[src/rtl/sysid_pkg.sv]
// Shared constants for the system-identification register block.
// Optional uptime counter is built when SYSID_UPTIME_EN is defined.
package sysid_pkg;

  localparam int unsigned DATA_W = 32;
  localparam int unsigned ADDR_W = 3;
  localparam int unsigned BE_W   = DATA_W / 8;
  localparam int unsigned CNT_W  = 64;
  localparam int unsigned PRE_W  = 16;

  // Word addresses
  localparam logic [ADDR_W-1:0] ADDR_ID      = ADDR_W'(0);
  localparam logic [ADDR_W-1:0] ADDR_TS      = ADDR_W'(1);
  localparam logic [ADDR_W-1:0] ADDR_VER     = ADDR_W'(2);
  localparam logic [ADDR_W-1:0] ADDR_SCRATCH = ADDR_W'(3);
  localparam logic [ADDR_W-1:0] ADDR_UP_LO   = ADDR_W'(4);
  localparam logic [ADDR_W-1:0] ADDR_UP_HI   = ADDR_W'(5);
  localparam logic [ADDR_W-1:0] ADDR_CAPS    = ADDR_W'(6);
  localparam logic [ADDR_W-1:0] ADDR_RSVD    = ADDR_W'(7);

  // CAPS bit positions
  localparam int unsigned CAPS_UPTIME_BIT = 0;
  localparam int unsigned CAPS_DIV_LSB    = 16;
  localparam int unsigned CAPS_DIV_MSB    = 31;

  // Registered read response
  typedef struct packed {
    logic              valid;
    logic [DATA_W-1:0] data;
  } sysid_rsp_t;

  // Merge write data into an existing word on the enabled byte lanes
  function automatic logic [DATA_W-1:0] apply_be(
    input logic [DATA_W-1:0] old_word,
    input logic [DATA_W-1:0] new_word,
    input logic [BE_W-1:0]   be
  );
    logic [DATA_W-1:0] res;
    res = old_word;
    for (int unsigned b = 0; b < BE_W; b++) begin
      if (be[b]) res[b*8 +: 8] = new_word[b*8 +: 8];
    end
    return res;
  endfunction

endpackage

[src/rtl/sysid_uptime.sv]
// Prescaled 64-bit uptime counter with clear and atomic high-word snapshot.
// Instantiated by sysid_regs only when SYSID_UPTIME_EN is defined.
module sysid_uptime
  import sysid_pkg::*;
#(
  parameter int unsigned TICK_DIV = 1
) (
  input  logic              clock,
  input  logic              reset_n,
  input  logic              clear,
  input  logic              snapshot,
  output logic [DATA_W-1:0] count_lo,
  output logic [DATA_W-1:0] hi_shadow
);

  localparam logic [PRE_W-1:0] PRE_MAX = PRE_W'(TICK_DIV - 1);

  logic [PRE_W-1:0] pre_q;
  logic [CNT_W-1:0] count_q;
  logic             wrap_c;

  assign wrap_c   = (pre_q == PRE_MAX);
  assign count_lo = count_q[DATA_W-1:0];

  // Prescaler and counter; increment lands on the prescaler wrap edge
  always_ff @(posedge clock or negedge reset_n) begin
    if (!reset_n) begin
      pre_q   <= '0;
      count_q <= '0;
    end else if (clear) begin
      pre_q   <= '0;
      count_q <= '0;
    end else begin
      pre_q <= wrap_c ? '0 : pre_q + PRE_W'(1);
      if (wrap_c) count_q <= count_q + CNT_W'(1);
    end
  end

  // Shadow captures the pre-increment high word alongside the LO read
  always_ff @(posedge clock or negedge reset_n) begin
    if (!reset_n) begin
      hi_shadow <= '0;
    end else if (clear) begin
      hi_shadow <= '0;
    end else if (snapshot) begin
      hi_shadow <= count_q[CNT_W-1:DATA_W];
    end
  end

endmodule

[src/rtl/sysid_regs.sv]
// System-identification register block, Avalon-MM slave, read latency 1.
// Define SYSID_UPTIME_EN to build the 64-bit uptime counter at words 4/5.
module sysid_regs
  import sysid_pkg::*;
#(
  parameter logic [31:0] SYSTEM_ID     = 32'h0000_0000,
  parameter logic [31:0] TIMESTAMP     = 32'h0000_0000,
  parameter logic [31:0] VERSION       = 32'h0001_0000,
  parameter logic [31:0] SCRATCH_RESET = 32'h0000_0000,
  parameter int unsigned TICK_DIV      = 1
) (
  input  logic              clock,
  input  logic              reset_n,
  input  logic [ADDR_W-1:0] address,
  input  logic              read,
  input  logic              write,
  input  logic [DATA_W-1:0] writedata,
  input  logic [BE_W-1:0]   byteenable,
  output logic [DATA_W-1:0] readdata,
  output logic              readdatavalid
);

  localparam logic [15:0] DIV_M1 = 16'(TICK_DIV - 1);

  logic              rd_c;
  logic              wr_c;
  logic [DATA_W-1:0] scratch_q;
  logic [DATA_W-1:0] rdata_c;
  logic [DATA_W-1:0] caps_c;
  logic [DATA_W-1:0] up_lo;
  logic [DATA_W-1:0] up_hi;
  logic              up_present;
  sysid_rsp_t        rsp_q;

  // A write always wins; a simultaneous read is dropped
  assign wr_c = write;
  assign rd_c = read & ~write;

`ifdef SYSID_UPTIME_EN
  assign up_present = 1'b1;

  sysid_uptime #(
    .TICK_DIV (TICK_DIV)
  ) u_uptime (
    .clock     (clock),
    .reset_n   (reset_n),
    .clear     (wr_c && (address == ADDR_UP_LO)),
    .snapshot  (rd_c && (address == ADDR_UP_LO)),
    .count_lo  (up_lo),
    .hi_shadow (up_hi)
  );
`else
  assign up_present = 1'b0;
  assign up_lo      = '0;
  assign up_hi      = '0;
`endif

  // Capability word
  always_comb begin
    caps_c                              = '0;
    caps_c[CAPS_DIV_MSB:CAPS_DIV_LSB]   = DIV_M1;
    caps_c[CAPS_UPTIME_BIT]             = up_present;
  end

  // Scratch register with byte-lane writes
  always_ff @(posedge clock or negedge reset_n) begin
    if (!reset_n) begin
      scratch_q <= SCRATCH_RESET;
    end else if (wr_c && (address == ADDR_SCRATCH)) begin
      scratch_q <= apply_be(scratch_q, writedata, byteenable);
    end
  end

  // Read mux
  always_comb begin
    rdata_c = '0;
    unique case (address)
      ADDR_ID:      rdata_c = SYSTEM_ID;
      ADDR_TS:      rdata_c = TIMESTAMP;
      ADDR_VER:     rdata_c = VERSION;
      ADDR_SCRATCH: rdata_c = scratch_q;
      ADDR_UP_LO:   rdata_c = up_lo;
      ADDR_UP_HI:   rdata_c = up_hi;
      ADDR_CAPS:    rdata_c = caps_c;
      ADDR_RSVD:    rdata_c = '0;
      default:      rdata_c = '0;
    endcase
  end

  // Registered response; data holds while no read is accepted
  always_ff @(posedge clock or negedge reset_n) begin
    if (!reset_n) begin
      rsp_q <= '0;
    end else begin
      rsp_q.valid <= rd_c;
      if (rd_c) rsp_q.data <= rdata_c;
    end
  end

  assign readdata      = rsp_q.data;
  assign readdatavalid = rsp_q.valid;

endmodule
[config.mk]
export PLATFORM = sky130hd
export DESIGN_NAME = sysid_regs
export DESIGN_NICKNAME = d
export VERILOG_FILES = /design/src/rtl/sysid_pkg.sv /design/src/rtl/sysid_uptime.sv /design/src/rtl/sysid_regs.sv
export SDC_FILE = /design/constraint.sdc
export NUM_CORES = 1
export LEC_CHECK = 0
export ABC_AREA = 0
export CAP_MARGIN = 10
export CORE_MARGIN = 2
export CORE_UTILIZATION = 35
export CTS_CLUSTER_SIZE = 10
export DETAILED_ROUTE_END_ITERATION = 12
export PLACE_DENSITY = 0.59
export SLEW_MARGIN = 20
export SYNTH_ARGS = -nofsm -noshare
export SYNTH_HDL_FRONTEND = slang
export SYNTH_SLANG_ARGS = --single-unit
[constraint.sdc]
create_clock -name clock -period 1.31 [get_ports clock]
set_input_delay 0.1965 -clock clock [delete_from_list [all_inputs] [get_ports clock]]
set_output_delay 0.1965 -clock clock [all_outputs]
set_load 0.05 [all_outputs]
==> impl_metrics.tcl <==
set metrics [dict create \
    outcome "finished clean" \
    finalCritPeriodShare 0.988 \
    drv_slew 0 \
    yosys-top-cells-area "dfrtp_1 (63%), mux2_4 (19%), a22o_1 (11%)" \
    vdd_drop_max_mv 0.552 \
    clkTransAtPathRegs_ns 0.08 \
    regArea_mm2 0.00163 \
    final_cell_area_mm2 0.00410 \
    synth-edff-count 0 \
    power_density_mw_per_mm2 1380 \
    required_ns 1.53 \
    netlist_instances 149 \
    cp_max_fo 8 \
    die_h_um 89.6 \
    first_pass_iters 4 \
    start_kind "input pin" \
    cts_root_buf "clkbuf_8" \
    synth_cell_types 15 \
    rows 31 \
    drt_iter0_markers 30 \
    diodes 0 \
    grt_pass1_vias 1671 \
    clockBufferDepth 2 \
    finalHoldViolCount 0 \
    maxCapViolCount 0 \
    wl_um 5370 \
    grt_start_max_net_pins 40 \
    syn2layout_area_growth_pct 59.7 \
    grt_overflow 0 \
    ios 76 \
    ys_seq_area_frac 0.634 \
    yosys.area.top_type "dfrtp_1" \
    cts_tree "built" \
    clock_skew_ns 0.00785 \
    gr-usage-all-layers 0.144 \
    die_w_um 89.6 \
    detail-route-antenna-nets 0 \
    antenna_found_initial 0 \
    dieArea_mm2 0.00803 \
    crit_path_end_kind "register" \
    p_total_mw 5.66 \
    synth_common_cells "dfrtp_1 (65), mux2_4 (32), a22o_1 (31)" \
    ys_seq_elements 65 \
    syn-cell-area_mm2 0.00256 \
    worstRegToRegCells 3 \
    drc 0 \
    worst_pin_slew_ns 0.351 \
    coreArea_mm2 0.00718 \
    place_congestion 0.683 \
    syn_nets 192 \
    r2r-start "scratch_q[16]" \
    drive_above_1_share 0.402 \
    wl_per_cell_um 15.6 \
    cts_max_level 3 \
    rsz0062_at_grt "no" \
    multi_input_area_um2 891 \
    initial_core_util 0.357 \
    reg2reg_to "readdata[16]" \
    cp_data_arrival_time_ns 1.51 \
    ys_warn_count 0 \
    finalCriticalPeriod_ns 1.29 \
    max_freq_mhz 773 \
    finalNonFillerCells 343 \
    critPathKind "input pin to register" \
    post-cts-setup-buffers 0 \
    clk_latency_ns 0.34 \
    cts_buffers 9 \
    placed_cell_area_mm2 0.00384 \
    setup_violations 0 \
    r2r_slack_ns 0.50 \
    dp.cells 326 \
    async_flop_share 1.00 \
    port_buffers 75 \
    final_nets 282 \
    cts_sinks 65 \
    viasPerCell 4.58 \
    dr_total_vias 1571 \
    fillers 560 \
    final.setup.tns_ns 0 \
    syn_area_per_cell_um2 17.2 \
    grt_pass1_wl_um 8490 \
    leakage_nw 1.93 \
    synth_top_area_share 0.634 \
    dp_hpwl_um 3760 \
    synthFlopType "dfrtp_1" \
    hold_path.class "input pin to asynchronous set/reset pin" \
    yosysMostFrequentCell "dfrtp_1" \
    slew_headroom 0.766 \
]
## cell type report
class | instances | share of cell area
clock buffers | 9 | 0.0302
repair buffers | 87 | 0.295
clock inverters | 7 | 0.0290
inverters | 1 | 0.000916
well taps | 99 | 0.0302
multi-input cells | 75 | 0.217
flip-flops and latches | 65 | 0.397
## report_power, final
group / switching, mW / internal [mW] / total, mW
clock: 0.774 / 1.26 / 2.04
sequential: 0.200 / 2.30 / 2.50
combinational: 0.423 / 0.701 / 1.12
## state kept, by name, indices dropped and copies added, names as in the netlist
name           count
readdatavalid      1
scratch_q         32
readdata          32
## metal layers
metal,part of all wire,global-route usage,up-vias
li1,-,-,733
met1,0.48,0.201,771
met2,0.43,0.201,57
met3,0.067,0.0503,10
met4,0.018,0.0692,0
met5,0,0,-
## cells by family after synthesis
logic type	synth area share
flip-flops	0.634
AND/OR/NAND/NOR	0.0498
buffers and inverters	0.0210
AO/OA/AOI/OAI	0.108
multiplexers	0.187
## stage by stage
step | hold WS [ns] | setup WS (ns) | util
floorplan | -0.0991 | 0.178 | -
global placement | 0.122 | -0.329 | 0.535
detailed placement | 0.121 | -0.339 | 0.535
CTS | 0.283 | 0.0201 | 0.571
global route | 0.326 | 0.00535 | 0.571
finish | 0.292 | 0.0161 | 0.571
## worst max-delay path, cell delays in order
cell             delay (ns)
clkdlybuf4s50_1        0.43
and4b_1                0.31
buf_12                 0.17
nand2_8                0.09
mux2_4                 0.31
## cell usage in the layout (no fill, tap or decap), types with 2 or more instances in the layout
master,count
clkdlybuf4s50_1,40
a22o_1,31
buf_12,36
buf_4,8
dfrtp_1,65
nand2_1,2
clkinvlp_4,2
nand2b_1,2
bufinv_16,3
clkbuf_8,9
mux2_4,32
nand2_8,4
## how the worst max path moves through the flow
stage / cells after the start / slack, ns / start / endpoint
2_1_floorplan: 4 / 0.18 / address[2] / scratch_q[0]
6_report: 5 / 0.02 / address[2] / scratch_q[4]
3_5_place_dp: 5 / -0.34 / address[1] / scratch_q[25]
3_3_place_gp: 5 / -0.33 / address[2] / scratch_q[20]
4_1_cts: 5 / 0.02 / address[1] / scratch_q[31]
5_1_grt: 5 / 0.005 / address[2] / scratch_q[16]
## timing repair
| item | in CTS | in global routing |
|---|---|---|
| hold buffers | 1 | 0 |
| endpoints found under the setup margin | 0 | 6 |
| hold endpoints to repair | 13 | 0 |
| gates resized for setup | 0 | 1 |
(Power assumes the default switching activity.)
